===== src/rtl/rf_arb_pkg.sv =====
// Shared types and default widths for the register-file write arbiter.
// Pure declarations; no logic, no latency.
package rf_arb_pkg;

  typedef enum logic [0:0] {
    INIT = 1'b0,
    RUN  = 1'b1
  } rf_arb_state_t;

  localparam int RF_ADDR_WIDTH = 5;
  localparam int RF_DATA_WIDTH = 32;

  // Single conditional subtract is enough: operands are always below 2*n.
  function automatic int rr_wrap(input int idx, input int n);
    return (idx >= n) ? idx - n : idx;
  endfunction

endpackage


===== src/rtl/rr_arbiter.sv =====
// Round-robin pick: first set request at or after i_ptr, wrapping modulo NUM_REQ.
// Purely combinational, zero latency; no grant when no request is set.
module rr_arbiter
  import rf_arb_pkg::*;
#(
  parameter int NUM_REQ = 3
) (
  input  logic [NUM_REQ-1:0]         i_req,
  input  logic [$clog2(NUM_REQ)-1:0] i_ptr,
  output logic [NUM_REQ-1:0]         o_gnt,
  output logic [$clog2(NUM_REQ)-1:0] o_gnt_idx
);

  localparam int PTR_W = $clog2(NUM_REQ);

  logic w_found;
  int   w_idx;

  always_comb begin
    o_gnt     = '0;
    o_gnt_idx = '0;
    w_found   = 1'b0;
    w_idx     = 0;
    for (int k = 0; k < NUM_REQ; k++) begin
      w_idx = rr_wrap(int'(i_ptr) + k, NUM_REQ);
      if (!w_found && i_req[PTR_W'(w_idx)]) begin
        w_found                  = 1'b1;
        o_gnt[PTR_W'(w_idx)]     = 1'b1;
        o_gnt_idx                = PTR_W'(w_idx);
      end
    end
  end

endmodule


===== src/rtl/regfile_write_arbiter.sv =====
// Clears all registers after reset, then round-robin shares the A3/WD3/WE3 write port.
// Write command registered (1 cycle grant-to-port); losers hold VALID until READY.
// Optional RFARB_X0_DROP_EN: suppress WE3 for every address-0 write, including the clear.
module regfile_write_arbiter
  import rf_arb_pkg::*;
#(
  parameter int ADDR_WIDTH = RF_ADDR_WIDTH,
  parameter int DATA_WIDTH = RF_DATA_WIDTH,
  parameter int NUM_REQ    = 3
) (
  input  logic                          CLK,
  input  logic                          RST,
  input  logic [NUM_REQ-1:0]            REQ_VALID,
  input  logic [NUM_REQ*ADDR_WIDTH-1:0] REQ_ADDR,
  input  logic [NUM_REQ*DATA_WIDTH-1:0] REQ_DATA,
  output logic [NUM_REQ-1:0]            REQ_READY,
  output logic [ADDR_WIDTH-1:0]         A3,
  output logic [DATA_WIDTH-1:0]         WD3,
  output logic                          WE3,
  output logic                          BUSY
);

  localparam int PTR_W = $clog2(NUM_REQ);
  localparam logic [PTR_W-1:0] LAST_REQ = PTR_W'(NUM_REQ - 1);

  rf_arb_state_t          r_state;
  logic [ADDR_WIDTH-1:0]  r_clr_cnt;
  logic [PTR_W-1:0]       r_ptr;

  logic [NUM_REQ-1:0]     w_req;
  logic [NUM_REQ-1:0]     w_gnt;
  logic [PTR_W-1:0]       w_gnt_idx;
  logic                   w_gnt_any;
  logic [PTR_W-1:0]       w_ptr_nxt;
  logic [ADDR_WIDTH-1:0]  w_sel_addr;
  logic [DATA_WIDTH-1:0]  w_sel_data;
  logic                   w_clr_last;
  logic                   w_clr_we;
  logic                   w_run_we;

  // Requests are invisible until the clear has issued its last address.
  assign w_req = (r_state == RUN) ? REQ_VALID : '0;

  rr_arbiter #(
    .NUM_REQ (NUM_REQ)
  ) u_rr_arbiter (
    .i_req     (w_req),
    .i_ptr     (r_ptr),
    .o_gnt     (w_gnt),
    .o_gnt_idx (w_gnt_idx)
  );

  assign REQ_READY  = w_gnt;
  assign BUSY       = (r_state == INIT);
  assign w_gnt_any  = |w_gnt;
  assign w_ptr_nxt  = (w_gnt_idx == LAST_REQ) ? '0 : w_gnt_idx + 1'b1;
  assign w_clr_last = (r_clr_cnt == '1);

  // AND-OR mux on the one-hot grant.
  always_comb begin
    w_sel_addr = '0;
    w_sel_data = '0;
    for (int i = 0; i < NUM_REQ; i++) begin
      if (w_gnt[i]) begin
        w_sel_addr = REQ_ADDR[i*ADDR_WIDTH +: ADDR_WIDTH];
        w_sel_data = REQ_DATA[i*DATA_WIDTH +: DATA_WIDTH];
      end
    end
  end

`ifdef RFARB_X0_DROP_EN
  assign w_clr_we = (r_clr_cnt != '0);
  assign w_run_we = (w_sel_addr != '0);
`else
  assign w_clr_we = 1'b1;
  assign w_run_we = 1'b1;
`endif

  always_ff @(posedge CLK) begin
    if (RST) begin
      r_state   <= INIT;
      r_clr_cnt <= '0;
      r_ptr     <= '0;
      A3        <= '0;
      WD3       <= '0;
      WE3       <= 1'b0;
    end else begin
      case (r_state)
        INIT: begin
          A3        <= r_clr_cnt;
          WD3       <= '0;
          WE3       <= w_clr_we;
          r_clr_cnt <= r_clr_cnt + 1'b1;
          if (w_clr_last) begin
            r_state <= RUN;
          end
        end
        RUN: begin
          if (w_gnt_any) begin
            A3    <= w_sel_addr;
            WD3   <= w_sel_data;
            WE3   <= w_run_we;
            r_ptr <= w_ptr_nxt;
          end else begin
            WE3 <= 1'b0;
          end
        end
        default: begin
          r_state <= INIT;
          WE3     <= 1'b0;
        end
      endcase
    end
  end

  a_ready_onehot: assert property (@(posedge CLK) disable iff (RST) $onehot0(REQ_READY));
  a_ready_valid:  assert property (@(posedge CLK) disable iff (RST) (REQ_READY & ~REQ_VALID) == '0);

endmodule


===== config.mk =====
export PLATFORM = sky130hd
export DESIGN_NAME = regfile_write_arbiter
export DESIGN_NICKNAME = d
export VERILOG_FILES = /design/src/rtl/rf_arb_pkg.sv /design/src/rtl/rr_arbiter.sv /design/src/rtl/regfile_write_arbiter.sv
export SDC_FILE = /design/constraint.sdc
export NUM_CORES = 1
export LEC_CHECK = 0
export CAP_MARGIN = 40
export CORE_ASPECT_RATIO = 0.8
export CORE_UTILIZATION = 39
export CTS_CLUSTER_SIZE = 25
export DETAILED_ROUTE_END_ITERATION = 6
export PLACE_DENSITY = 0.93
export SYNTH_ARGS = -nofsm -noshare
export SYNTH_HDL_FRONTEND = slang
export SYNTH_SLANG_ARGS = --single-unit

===== constraint.sdc =====
create_clock -name CLK -period 3.2 [get_ports CLK]
set_input_delay 0.48 -clock CLK [delete_from_list [all_inputs] [get_ports CLK]]
set_output_delay 0.48 -clock CLK [all_outputs]
set_load 0.1 [all_outputs]

==> flow_summary.yaml, run 1 <==
outcome:
  status: "complete, no violations"
logic_synthesis:
  yosys.area.top_type: "dfxtp_1"
  seq_area_frac_synth: 0.329
  syn-num-nets: 475
  postSynthCellCount: 353
  synth_edf_count: 0
  yosysWarnings: 0
  ys_ff_latch: 46
  yosys.area.top_type_share: 0.329
  synthFlopType: "dfxtp_1"
  avgSynthCellArea_um2: 7.94
  synth_cell_types: 50
  async_flop_share: 0
  synth_area_mm2: 0.00280
  synth_area_leaders: "dfxtp_1 33%, o32ai_1 10%, o21ai_0 6.4%"
power_and_ir_drop:
  combPwrFrac: 0.179
  vdd_ir_drop_max_mv: 0.186
  internal-power_w: 0.000961
  powerDensity_mw_per_mm2: 251
  switching_share: 0.233
  p_clk_frac: 0.356
  seqPwrFrac: 0.465
  power_leakage_nw: 1.71
  p_sw_w: 0.000292
clocking:
  clk_latency_ps: 290
  postCtsHoldBufs: 0
  clockRootBuffer: "clkbuf_8"
  path_clk_slew_ps: 90
  cts_tree: "built"
  clock_sinks: 46
  htreeDepth: 2
  cts_resized: 0
  post-cts-setup-buffers: 0
  cts_buffers: 5
  clk_path_buf_depth: 2
sta:
  maxSlewHeadroom: 0.624
  post-route-period-util: 0.957
  rsz0062_at_grt: "false"
  setup_tns_ps: 0
  hold_viol: 0
  worstMarginPinSlew_ps: 564
  layout_min_cycle_time_ps: 3060
  fmax_mhz: 326
  finalSetupViolCount: 0
  slew_viol_final: 0
  skew_ps: 9.30
critical_path:
  rr_worst_depth: 9
  path_delay_family: "adder cells"
  crit_fanout: 10
  crit_arrival_ps: 2580
  end_kind: "primary output"
  r2r_slack_ps: 340
  path_cells: "inv_1 -> ha_2 -> mux2i_2 -> o21a_1 -> a31oi_4 -> or2_1 -> inv_1 -> buf_12"
  reg2reg_to: "A3[3]"
  path_buf_inv: 3
  crit_required_ps: 2720
  reg2reg_from: "r_ptr[0]"
  max_stage_delay_ps: 440
  worstSetupPathType: "reg2out"
  slowest_stage: "ha_2"
  cp-start-kind: "register"
  worst_path_most_repeated_cell: "inv_1"
die:
  dieWidth_um: 96.8
  die-area_mm2: 0.00753
  rows: 27
  die_y_um: 77.8
  io_pins: 158
  start_util: 0.405
  coreArea_mm2: 0.00693
global_routing:
  grt_max_degree: 26
  grt_pass1_vias: 3707
  grt_overflow: 0
  grt_pass1_wl_mm: 17.4
  antenna_found_initial: 0
  grt_usage: 0.283
finish:
  fill_cells: 498
  final_area_mm2: 0.00499
  area_growth_pct: 78.1
  layout_common_cells: "145 x clkdlybuf4s50_1, 46 x dfxtp_1, 41 x inv_1, 36 x o21ai_0, 34 x nor3_1"
  antenna_cells: 0
  final_nets: 650
  drive_gt1_frac: 0.142
  final_common_cell: "clkdlybuf4s50_1"
flow_run:
  cap_violations: 0
placement:
  dpl_cell_area_mm2: 0.00488
  routabilityCongestion: 0.890
  portBuffers: 157
  hpwlAfterDp_mm: 8.27
hold_path:
  hold_depth: 2
  hold_end: "WD3[4]"
  hp-start: "WD3[4]"
  hold_class: "reg2reg"
detailed_routing:
  vias_per_cell: 5.72
  drt_iter0_markers: 169
  ant_nets: 0
  drc_errors: 0
  dr_total_vias: 3525
  wl_mm: 11.0
  drtPass1Iterations: 5
  post_drt_wl_per_cell_um: 17.8
## flip-flops by register name (all words and copies together), names as in the netlist
| register | cells |
|---|---|
| r_state | 1 |
| WD3 | 32 |
| r_ptr | 2 |
| A3 | 5 |
| r_clr_cnt | 5 |
| WE3 | 1 |
## power by group through the flow
stage | registers [W] | logic (W) | clock network, W
2_1_floorplan | 0.000615 | 0.0000363 | 0
3_3_place_gp | 0.000596 | 0.000211 | 0
3_5_place_dp | 0.000596 | 0.000222 | 0
4_1_cts | 0.000583 | 0.000223 | 0.000455
5_1_grt | 0.000584 | 0.000236 | 0.000485
6_report | 0.000583 | 0.000224 | 0.000446
## how the worst max path moves through the flow
| stage | from | to | slack (ps) | cells after the start |
|---|---|---|---|---|
| after floorplan | r_ptr[0] | REQ_READY[1] | 310 | 9 |
| after global placement | REQ_VALID[1] | A3[3] | 370 | 8 |
| after detailed placement | REQ_VALID[2] | WD3[23] | 230 | 8 |
| after CTS | r_ptr[0] | REQ_READY[1] | 90 | 8 |
| after global routing | r_ptr[0] | REQ_READY[1] | 10 | 8 |
| final | r_ptr[0] | REQ_READY[1] | 140 | 8 |
## area by class of cell
type / instances / area, um^2 / area share
Inverter: 41 / 154 / 0.0308
Clock inverter: 3 / 43.8 / 0.00877
Sequential cell: 46 / 921 / 0.185
Timing Repair Buffer: 203 / 2150 / 0.431
Multi-Input combinational cell: 231 / 1550 / 0.310
Tap cell: 87 / 109 / 0.0218
Clock buffer: 5 / 68.8 / 0.0138
## metrics by stage
step	total power (W)	setup WS, ps	utilization	hold slack (ps)	std cells
after floorplan	0.000651	310	-	481	353
after global placement	0.000807	367	0.639	439	578
after detailed placement	0.000818	234	0.704	452	608
after CTS	0.00126	85.0	0.720	466	616
after global routing	0.00130	10.1	0.721	482	616
final	0.00125	136	0.721	466	616
## Yosys cell counts (all sizes together) (2+ instances only)
| cell | number |
|---|---|
| o32ai | 33 |
| o31ai | 2 |
| nand2 | 8 |
| nor2b | 2 |
| clkbuf | 15 |
| nand3 | 4 |
| o22ai | 3 |
| a22oi | 5 |
| or3 | 2 |
| a21oi | 34 |
| a31oi | 2 |
| nor2 | 13 |
| mux2i | 6 |
| nand2b | 3 |
| a31o | 3 |
| nor3 | 36 |
| or4 | 3 |
| o21a | 5 |
| ha | 6 |
| dfxtp | 46 |
| o21ai | 37 |
| nor3b | 4 |
| a41oi | 2 |
| buf | 20 |
| nand3b | 2 |
| a221o | 3 |
| inv | 41 |
## worst register-to-register path: stages (launching register included)
cell,delay [ps]
dfxtp_1,370
inv_1,90
ha_2,440
mux2i_2,410
o21a_1,210
a31oi_4,150
or2_1,300
buf_4,230
a31o_1,240
a221o_1,330
## routing by layer
layer	vias up	GRT usage	wire length, um
li1	1646	-	-
met1	1649	0.327	4350
met2	196	0.490	5380
met3	34	0.0793	946
met4	0	0.125	293
met5	-	0	0
## cell families after synthesis
family / share of synthesized area
xor+xnor: 0.00625
compound gates: 0.333
mux: 0.0228
fa+ha+maj: 0.0268
simple gates: 0.158
buf+inv: 0.124
flops: 0.329
Note: power is estimated with default switching activity, not from simulation.
==> run 2: changes to the inputs <==
--- a/config.mk
+++ b/config.mk
@@ -6,11 +6,11 @@
 export NUM_CORES = 1
 export LEC_CHECK = 0
 export CAP_MARGIN = 40
-export CORE_ASPECT_RATIO = 0.8
-export CORE_UTILIZATION = 39
+export CORE_ASPECT_RATIO = 1.5
+export CORE_UTILIZATION = 35
 export CTS_CLUSTER_SIZE = 25
 export DETAILED_ROUTE_END_ITERATION = 6
-export PLACE_DENSITY = 0.93
+export PLACE_DENSITY = 0.89
 export SYNTH_ARGS = -nofsm -noshare
 export SYNTH_HDL_FRONTEND = slang
 export SYNTH_SLANG_ARGS = --single-unit
==> constraint.sdc (replaced) <==
create_clock -name CLK -period 2.7 [get_ports CLK]
set_input_delay 0.405 -clock CLK [delete_from_list [all_inputs] [get_ports CLK]]
set_output_delay 0.405 -clock CLK [all_outputs]
set_load 0.1 [all_outputs]
==> flow_summary.yaml, run 2 (same netlist as run 1, synthesis figures left out) <==
power_and_ir_drop:
  power_leakage_nw: 1.68
  powerDensity_mw_per_mm2: 332
  vdd_ir_drop_max_mv: 0.313
hold_path:
  hold_class: "reg2reg"
clocking:
  clk_path_buf_depth: 2
  cts_buffers: 5
  clock_sinks: 46
  cts_tree: "built"
  clk_latency_ps: 290
  htreeDepth: 2
  clockRootBuffer: "clkbuf_16"
  path_clk_slew_ps: 70
sta:
  setup_tns_ps: 0
  slew_viol_final: 0
  maxSlewHeadroom: 0.631
  skew_ps: 9.39
  layout_min_cycle_time_ps: 2610
  finalSetupViolCount: 0
  worstMarginPinSlew_ps: 549
  setup_ws_ps: 94.4
  rsz0062_at_grt: "false"
  hold_viol: 0
  post-route-period-util: 0.965
  whs_ps: 456
  fmax_mhz: 384
detailed_routing:
  post_drt_wl_per_cell_um: 16.7
  drtPass1Iterations: 5
  wl_mm: 10.3
  dr_total_vias: 3394
  vias_per_cell: 5.48
  ant_nets: 0
  drt_iter0_markers: 155
  drc_errors: 0
global_routing:
  grt_usage: 0.239
  grt.met1_usage: 0.257
  grt_overflow: 0
  use_met2: 0.442
  grt.busiest_layer: "met2"
  grt_max_degree: 33
  grt_pass1_wl_mm: 15.6
  grt_pass1_vias: 3413
  antenna_found_initial: 0
  met3_usage: 0.0416
die:
  die_y_um: 112
  rows: 39
  start_util: 0.364
  io_pins: 158
  dieWidth_um: 75.1
  coreArea_mm2: 0.00771
  die-area_mm2: 0.00838
outcome:
  status: "complete, no violations"
finish:
  regMostFlops: "WD3"
  largest_register_ffs: 32
  drive_gt1_frac: 0.197
  final_nets: 638
  antenna_cells: 0
  final_common_cell: "clkdlybuf4s50_1"
  area_growth_pct: 70.6
  postLayoutCoreUtil: 0.620
  layout_common_cells: "115 x clkdlybuf4s50_1, 68 x buf_4, 44 x dfxtp_1, 40 x inv_1, 36 x o21ai_0"
  top_regs: "WD3: 32 flops, A3: 5 flops, r_clr_cnt: 5 flops"
critical_path:
  end_kind: "register"
  crit_required_ps: 2890
  cp-start-kind: "register"
  worstSetupPathType: "reg2reg"
  crit_arrival_ps: 2790
  crit_fanout: 16
placement:
  routabilityCongestion: 0.839
  hpwlAfterDp_mm: 7.41
  portBuffers: 157
  place_ws_ps: -88.6
flow_run:
  cap_violations: 0
run 2: layout make-up:
class	count	area, um^2
fill	705	2930
multi-input combinational	231	1590
tap	102	128
clock inverter	1	8.76
timing repair buffer	191	1830
inverter	41	158
sequential	46	923
clock buffer	7	143
run 2: per-layer routing:
layer / part of all wire / up-vias
li1: - / 1623
met1: 0.37 / 1589
met2: 0.54 / 157
met3: 0.059 / 25
met4: 0.027 / 0
met5: 0 / -
run 2: power breakdown:
group / internal (W) / switching [W]
logic: 0.000174 / 0.0000880
registers: 0.000686 / 0.00000594
clock network: 0.000373 / 0.000263
run 2: path summary, 6_finish.rpt:
| check | end | slack [ps] | from | cells past startpoint |
|---|---|---|---|---|
| worst max register to register | WD3[24] | 90 | r_ptr[0] | 11 |
| worst min-delay path | WD3[31] | 460 | WD3[31] | 2 |
| worst min register to register | WD3[31] | 460 | WD3[31] | 2 |
| worst max-delay path | WD3[24] | 90 | r_ptr[0] | 11 |
run 2: critical path, stage by stage (launching register included):
cell and delay, ps:
dfxtp_2 340, inv_1 90, ha_4 280, buf_4 160, nand4b_1 200, o21a_1 160
nand2_1 110, a31oi_4 120, buf_4 170, or4_4 530, clkbuf_16 210, o32ai_1 130
run 2: timing repair:
| item | in CTS | in global routing |
|---|---|---|
| setup buffers | 2 | 4 |
| hold buffers | 0 | 0 |
| gates cloned | 0 | 1 |
| setup endpoints to repair | 7 | 40 |
| resized for setup | 4 | 8 |
| pin swaps | 1 | 2 |
run 2: metrics by stage:
stage | power, W | cell area (um^2) | std cells
2_1_floorplan | 0.000772 | 2810 | 353
3_3_place_gp | 0.000959 | 4510 | 604
3_5_place_dp | 0.000963 | 4510 | 604
4_1_cts | 0.00160 | 4690 | 614
5_1_grt | 0.00165 | 4780 | 619
6_report | 0.00159 | 4780 | 619
